--- src/rtl/page_req_arb.sv ---
// Round-robin arbiter sharing one free-list page-allocation port among several
// requesters; an in-order tag FIFO steers each returned page to its owner.
module page_req_arb #(
  parameter int reqs  = 4,
  parameter int asz   = 8,
  parameter int depth = 8
) (
  input  logic                       clk,
  input  logic                       reset,
  input  logic [reqs-1:0]            par_srdy,
  output logic [reqs-1:0]            par_drdy,
  output logic [reqs-1:0]            parr_srdy,
  input  logic [reqs-1:0]            parr_drdy,
  output logic [asz-1:0]             parr_page,
  output logic                       flr_srdy,
  input  logic                       flr_drdy,
  input  logic                       fls_srdy,
  output logic                       fls_drdy,
  input  logic [asz-1:0]             fls_page,
  output logic [$clog2(depth+1)-1:0] ostd_cnt,
  output logic                       err
);

  localparam int unsigned NR = reqs;
  localparam int PW = (reqs > 1) ? $clog2(reqs) : 1;
  localparam int AW = $clog2(depth);
  localparam int CW = $clog2(depth + 1);

  logic [PW-1:0] rr_ptr;
  logic [PW-1:0] g;
  logic [PW-1:0] tag_head;
  logic [PW-1:0] tag_mem [depth];
  logic [AW-1:0] wr_ptr;
  logic [AW-1:0] rd_ptr;
  logic [CW-1:0] cnt;
  logic          err_q;
  logic          full;
  logic          empty;
  logic          any_req;
  logic          push;
  logic          pop;

  assign full     = (cnt == CW'(depth));
  assign empty    = (cnt == '0);
  assign any_req  = |par_srdy;
  assign tag_head = tag_mem[rd_ptr];

  // First active requester at or above rr_ptr, wrapping modulo reqs.
  always_comb begin
    logic        found;
    int unsigned idx;
    g     = '0;
    found = 1'b0;
    idx   = 0;
    for (int unsigned i = 0; i < NR; i++) begin
      idx = (32'(rr_ptr) + i) % NR;
      if (!found && par_srdy[idx]) begin
        g     = PW'(idx);
        found = 1'b1;
      end
    end
  end

  assign flr_srdy = !reset && any_req && !full;
  assign push     = flr_srdy && flr_drdy;

  always_comb begin
    par_drdy = '0;
    if (!reset && any_req && flr_drdy && !full)
      par_drdy[g] = 1'b1;
  end

  always_comb begin
    parr_srdy = '0;
    if (!reset && fls_srdy && !empty)
      parr_srdy[tag_head] = 1'b1;
  end

  assign fls_drdy  = !reset && !empty && parr_drdy[tag_head];
  assign pop       = fls_srdy && fls_drdy;
  assign parr_page = fls_page;
  assign ostd_cnt  = cnt;
  assign err       = err_q;

  always_ff @(posedge clk) begin
    if (reset) begin
      rr_ptr <= '0;
      wr_ptr <= '0;
      rd_ptr <= '0;
      cnt    <= '0;
      err_q  <= 1'b0;
    end else begin
      if (push) begin
        rr_ptr <= (g == PW'(reqs - 1)) ? '0 : g + 1'b1;
        wr_ptr <= wr_ptr + 1'b1;
      end
      if (pop)
        rd_ptr <= rd_ptr + 1'b1;
      if (push && !pop)
        cnt <= cnt + 1'b1;
      else if (pop && !push)
        cnt <= cnt - 1'b1;
      if (fls_srdy && empty)
        err_q <= 1'b1;
    end
  end

  // Tag storage needs no reset: push is held low while reset is asserted.
  always_ff @(posedge clk) begin
    if (push)
      tag_mem[wr_ptr] <= g;
  end

endmodule
--- config.mk ---
export PLATFORM = sky130hd
export DESIGN_NAME = page_req_arb
export DESIGN_NICKNAME = d
export VERILOG_FILES = /design/src/rtl/page_req_arb.sv
export SDC_FILE = /design/constraint.sdc
export NUM_CORES = 1
export LEC_CHECK = 0
export CORE_UTILIZATION = 45
export CTS_BUF_LIST = sky130_fd_sc_hd__clkbuf_16
export DETAILED_ROUTE_END_ITERATION = 10
export PLACE_DENSITY = 0.74
export SYNTH_ARGS = -nofsm -noshare
export SYNTH_HDL_FRONTEND = slang
export SYNTH_SLANG_ARGS = --single-unit
export TNS_END_PERCENT = 10
--- constraint.sdc ---
create_clock -name clk -period 3.65 [get_ports clk]
set_input_delay 0.73 -clock clk [delete_from_list [all_inputs] [get_ports clk]]
set_output_delay 0.73 -clock clk [all_outputs]
set_load 0.05 [all_outputs]
==> impl_metrics.csv, run 1 <==
group,metric,value,unit
setup_path,r2r-end,"ostd_cnt[3]$_SDFFE_PP0P_",
die,die_y,63.16,um
yosys,ys_types,35,
timing,slew_violations,0,
min_path,min_from,"rd_ptr[2]$_SDFFE_PP0P_",
setup_path,crit_arrival,2.71,ns
clocking,clockRootBuffer,"clkbuf_16",
yosys,synth-seq-cells,32,
setup_path,critPathKind,"in2out",
power,ir_worst_vdd,0.4698,mV
setup_path,start_kind,"primary input",
die,initial_core_util,48.52,%
yosys,ys_seq_area_share,47.58,%
timing,rsz0062_at_grt,"no",
grt,antenna_found_initial,0,
yosys,syn_area,0.001683,mm^2
setup_path,cp_max_fo,5,
die,rows,21,
clocking,clk_latency,0.27,ns
detailed_routing,firstDrtPassIters,4,
timing,finalSetupViolations,0,
power,netSwitchingFraction,30.48,%
yosys,avgSynthCellArea,11.37,um^2
setup_path,cp.required,2.92,ns
grt,overflow,0,
die,die_x,63.16,um
grt,grt_pass1_wl,5464,um
power,power_leakage,0.8639,nW
min_path,min_to,"rd_ptr[2]$_SDFFE_PP0P_",
die,die_area,0.003989,mm^2
outcome,outcome,"finished, final reports clean",
detailed_routing,vias,1152,
final_layout,layout.nets,203,
power,switching_power,0.3915,mW
power,pwr-share-comb,29.3,%
timing,min_period,3.441,ns
timing,fmax,290.6,MHz
yosys,yosys.area.top_type,"edfxtp_1",
die,ios,43,
min_path,hold_path.class,"reg2reg",
yosys,async_reset_ff_share,0,%
setup_path,reg2regPathDepth,12,
yosys,synth-edff-count,16,
timing,fin_worst_skew,0.005535,ns
placed_design,gp_congestion,0.7646,
setup_path,critPathSlowestCell,"clkdlybuf4s50_1",
setup_path,crit_family,"buffers and inverters",
timing,period_share,94.27,%
timing,relSlewSlack,51.77,%
grt,grt_usage,18.61,%
final_layout,syn_to_final_growth,28.62,%
grt,grt_max_degree,14,
setup_path,crit_cells,8,
clocking,htreeDepth,2,
detailed_routing,drt-total-wl,3206,um
power,clkPwrFrac,35.5,%
grt,grt_pass1_vias,1212,
clocking,clk_pin_slew,0.05,ns
yosys,synth_cells,148,
clocking,cts.sinks,32,
timing,setup_slack,0.2091,ns
setup_path,critPathCaptureType,"primary output",
run,drv_cap,0,
detailed_routing,antenna_left,0,
final_layout,antenna_cells,0,
clocking,cts_buffers,5,
timing,worst_slew_pin_slew,0.7169,ns
clocking,cts_tree,"yes",
placed_design,place_ws,0.1787,ns
placed_design,portBuffers,26,
setup_path,cp_num_buf_inv,3,
die,coreArea,0.003468,mm^2
yosys,synth.net_count,178,
setup_path,reg2reg_slack,0.29,ns
power,p_int,0.8929,mW
yosys,ys_top_cells_by_area,"edfxtp_1 29%, dfxtp_1 19%, ha_1 6.7%, mux4_2 5.4%, nor2_1 4.2%",
timing,hold_viol_final,0,
detailed_routing,wl_per_cell,14.57,um
detailed_routing,vias_per_cell,5.236,
setup_path,crit_chain,"clkdlybuf4s50_1 -> nand2b_1 -> a21oi_1 -> a211oi_1 -> inv_1 -> ha_1 -> and2_1 -> buf_4",
yosys,yosys.area.top_type_share,28.55,%
yosys,synth-main-ff-cell,"edfxtp_1",
timing,setup_tns,0,ns
power,powerDensity,593.3,mW/mm^2
power,seq_power_share,35.2,%
clocking,cts_buffer_depth,2,
detailed_routing,drc,0,
setup_path,max_stage_delay,0.57,ns
placed_design,hpwlAfterDp,2423,um
yosys,yosys_warnings,0,
detailed_routing,drtIter0Drc,35,
min_path,min_path_cells,1,
final_layout,drive_gt1_share,20.69,%
[power by group through the flow]
| stage | Combinational, mW | Sequential [mW] | Clock [mW] |
|---|---|---|---|
| 2_1_floorplan | 0.245 | 0.495 | 0 |
| 3_3_place_gp | 0.366 | 0.455 | 0 |
| 3_5_place_dp | 0.375 | 0.458 | 0 |
| 4_1_cts | 0.379 | 0.451 | 0.463 |
| 5_1_grt | 0.409 | 0.456 | 0.482 |
| 6_report | 0.377 | 0.452 | 0.456 |
[cell families after synthesis]
| family | share of synthesized area [%] |
|---|---|
| xor gates and xnor gates | 2.603 |
| adders and majority gates | 7.881 |
| DFF | 47.58 |
| AOI/OAI and AO/OA | 6.320 |
| buffers and inverters | 6.692 |
| and+or+nand+nor | 16.43 |
| muxes | 12.49 |
[repair_timing]
item	4_1_cts	5_1_grt
hold buffers	0	0
setup buffers	0	0
gates resized for setup	0	1
endpoints found under the setup margin	0	1
[worst max-delay path by stage]
stage                                          end                      from
after floorplan           ostd_cnt[3]$_SDFFE_PP0P_  ostd_cnt[0]$_SDFFE_PP0P_
after global placement    ostd_cnt[3]$_SDFFE_PP0P_                 flip-flop
after detailed placement  ostd_cnt[3]$_SDFFE_PP0P_                 flip-flop
after CTS                 ostd_cnt[3]$_SDFFE_PP0P_                 flip-flop
after global routing      ostd_cnt[3]$_SDFFE_PP0P_                 flip-flop
final                                  par_drdy[0]               par_srdy[1]
[flip-flops by register name, summed over array words and instances, names as in the netlist, named ones only]
register,count
ostd_cnt,4
rd_ptr,3
err,1
rr_ptr,2
wr_ptr,3
tag_mem,16
[synth_stat cells, types with 3 or more instances]
| cell type | n |
|---|---|
| inv_1 | 7 |
| a211oi_1 | 3 |
| nand2b_1 | 10 |
| nor2_1 | 19 |
| edfxtp_1 | 16 |
| xnor2_1 | 3 |
| nor3_1 | 3 |
| mux4_2 | 4 |
| mux2_2 | 4 |
| dfxtp_1 | 16 |
| nand2_1 | 4 |
| mux2i_1 | 6 |
| a21oi_1 | 6 |
| ha_1 | 9 |
| buf_4 | 9 |
| and2_1 | 4 |
[layout make-up]
cell class | count | area, um^2
repair buffers | 30 | 340.3
flip-flops and latches | 32 | 802.0
inverters | 7 | 26.28
multi-input cells | 97 | 774.5
clock inverters | 3 | 38.79
well taps | 46 | 57.56
clock buffers | 5 | 125.1
fillers | 288 | 1304
[through the flow]
stage          utilization, %  hold WS, ns  cell area [um^2]  power, mW  cells
3_5_place_dp            57.65       0.4397              1999     0.8328    212
2_1_floorplan               -       0.4177              1683     0.7404    148
3_3_place_gp            57.65       0.4295              1999     0.8201    212
6_report                62.41       0.4428              2165      1.284    220
4_1_cts                 62.37       0.4466              2163      1.293    220
5_1_grt                 62.41       0.4892              2165      1.347    220
[placed cells by master, fill, tap and decap left out, drive strengths merged, types with 2 or more instances in the layout]
master         Yosys  final
a211oi             3      3
a21o               2      2
a21oi              6      6
and2               4      4
buf               10     14
clkbuf             2      5
clkdlybuf4s50      0     16
dfxtp             16     16
edfxtp            16     16
ha                 9      9
inv                7      8
mux2               5      5
mux2i              6      6
mux4               4      4
nand2              5      5
nand2b            10     10
nor2              19     19
nor2b              2      2
nor3               3      3
nor3b              2      2
nor4               2      2
xnor2              3      3
xor2               2      2
[per-layer routing]
metal	GRT usage (%)	share of wire, %	up-vias
li1	-	-	561
met1	20.07	42	550
met2	31.05	51	32
met3	7.428	5.0	9
met4	9.884	1.9	0
met5	0	0	-
No activity file was read; power rests on OpenSTA's default activity.
==> run 2: changes to the inputs <==
ABC_AREA = 0   (was not set)
==> results of run 2 <==
Final layout, timing and power as in run 1 (identical DEF).
==> run 3: changes to the inputs <==
CORE_ASPECT_RATIO = 1.2   (was not set)
==> run 3 against run 2 <==
  * The run now ends with DRC left
  * Clock skew fell by 0.0011 ns
  * Total power decreased by 5.9%
  * Via count down 1.5%
  * Largest power group is now registers
==> impl_metrics.csv, run 3 (synthesis results as in run 1) <==
group,metric,value,unit
final_layout,antenna_cells,0,
clocking,clockRootBuffer,"clkbuf_16",
timing,period_share,95.80,%
power,powerDensity,570.5,mW/mm^2
final_layout,final_cell_mix,"19 x nor2_1, 16 x dfxtp_1, 16 x clkdlybuf4s50_1, 16 x edfxtp_1, 10 x nand2b_1",
clocking,clk_latency,0.27,ns
timing,worst_slew_pin_slew,0.8006,ns
detailed_routing,wl_per_cell,15.35,um
setup_path,start_kind,"flip-flop",
detailed_routing,drtIter0Drc,21,
timing,min_period,3.497,ns
final_layout,drive_gt1_share,19.65,%
grt,overflow,0,
grt,grt_pass1_vias,1200,
setup_path,critPathKind,"reg2reg",
timing,slew_violations,0,
timing,rsz0062_at_grt,"no",
placed_design,hpwlAfterDp,2540,um
clocking,cts_tree,"yes",
timing,hold_viol_final,0,
die,die_area,0.003989,mm^2
power,p_int,0.8201,mW
timing,fmax,286.0,MHz
grt,grt_max_degree,14,
clocking,postCtsResizedCells,0,
detailed_routing,drc,3,
clocking,postCtsHoldBufs,0,
final_layout,top_register,"tag_mem",
power,power_leakage,0.8442,nW
die,die_y,68.99,um
die,die_x,57.83,um
die,ios,43,
power,switching_power,0.3890,mW
clocking,post_cts_buffers,0,
setup_path,crit_arrival,3.70,ns
final_layout,syn_to_final_growth,25.95,%
clocking,cts.sinks,32,
timing,finalSetupViolations,0,
die,initial_core_util,48.73,%
detailed_routing,vias_per_cell,5.405,
run,drv_cap,0,
power,clkPwrFrac,31.8,%
min_path,hold_path.class,"reg2reg",
power,ir_worst_vdd,0.4594,mV
power,pwr-share-comb,31.0,%
clocking,cts_buffer_depth,2,
detailed_routing,drt-total-wl,3223,um
final_layout,largest_reg_flops,16,
detailed_routing,firstDrtPassIters,7,
clocking,clk_pin_slew,0.05,ns
outcome,outcome,"finished, violations left",
setup_path,critPathCaptureType,"flip-flop",
placed_design,portBuffers,26,
final_layout,layout.nets,202,
placed_design,gp_congestion,0.7012,
detailed_routing,antenna_left,0,
setup_path,cp_max_fo,6,
die,coreArea,0.003453,mm^2
grt,antenna_found_initial,0,
grt,grt_usage,18.61,%
timing,relSlewSlack,46.14,%
timing,setup_tns,0,ns
power,seq_power_share,37.3,%
final_layout,final_common_cell,"nor2_1",
grt,grt_pass1_wl,5368,um
clocking,htreeDepth,2,
die,rows,23,
clocking,cts_buffers,5,
timing,fin_worst_skew,0.004415,ns
power,netSwitchingFraction,32.17,%
final_layout,fin_util,61.38,%
setup_path,cp.required,3.85,ns
detailed_routing,vias,1135,
outcome,violations,"DRC",
run 3: worst max-delay path, cell delays in order, from the launching register on:
cell	delay [ns]
dfxtp_1	0.47
mux4_2	0.54
mux2_4	0.31
mux4_2	0.49
nand2_4	0.13
ha_1	0.20
inv_1	0.10
ha_1	0.28
a21o_1	0.17
a21oi_1	0.17
xnor2_1	0.09
or3_1	0.32
a21oi_1	0.15
run 3: worst paths after layout:
kind | from | end | slack [ns] | cells after the start
worst min-delay path | rd_ptr[2]$_SDFFE_PP0P_ | rd_ptr[2]$_SDFFE_PP0P_ | 0.45 | 1
worst max register to register | flip-flop | ostd_cnt[3]$_SDFFE_PP0P_ | 0.15 | 12
worst max-delay path | flip-flop | ostd_cnt[3]$_SDFFE_PP0P_ | 0.15 | 12
worst min register to register | rd_ptr[2]$_SDFFE_PP0P_ | rd_ptr[2]$_SDFFE_PP0P_ | 0.45 | 1
run 3: per-stage QoR:
| stage | hold slack, ns | setup WS [ns] | std cells | power, mW | area, um^2 |
|---|---|---|---|---|---|
| floorplan | 0.4177 | 0.3240 | 148 | 0.7404 | 1683 |
| global placement | 0.4350 | 0.2925 | 202 | 0.8136 | 1981 |
| detailed placement | 0.4436 | 0.1801 | 202 | 0.8335 | 1981 |
| CTS | 0.4537 | 0.1503 | 210 | 1.222 | 2120 |
| global route | 0.4792 | 0.006628 | 210 | 1.272 | 2120 |
| finish | 0.4516 | 0.1533 | 210 | 1.209 | 2120 |
run 3: layout make-up:
cell class	count	area [um^2]
repair buffers	29	332.8
inverters	7	26.28
multi-input cells	97	774.5
clock inverters	3	13.76
well taps	37	46.29
flip-flops and latches	32	800.8
clock buffers	5	125.1
fillers	273	1334
run 3: power groups by stage:
stage,combinational (mW),clock [mW],sequential [mW]
after floorplan,0.245,0,0.495
after global placement,0.360,0,0.453
after detailed placement,0.376,0,0.458
after CTS,0.378,0.393,0.450
after global routing,0.403,0.414,0.455
final,0.375,0.384,0.450
run 3: metal layers:
| metal | up-vias | GRT usage, % | part of all wire [%] |
|---|---|---|---|
| met5 | - | 0 | 0 |
| met4 | 0 | 9.821 | 1.8 |
| met3 | 6 | 4.664 | 4.5 |
| met2 | 31 | 35.34 | 55 |
| met1 | 541 | 18.70 | 39 |
| li1 | 557 | - | - |
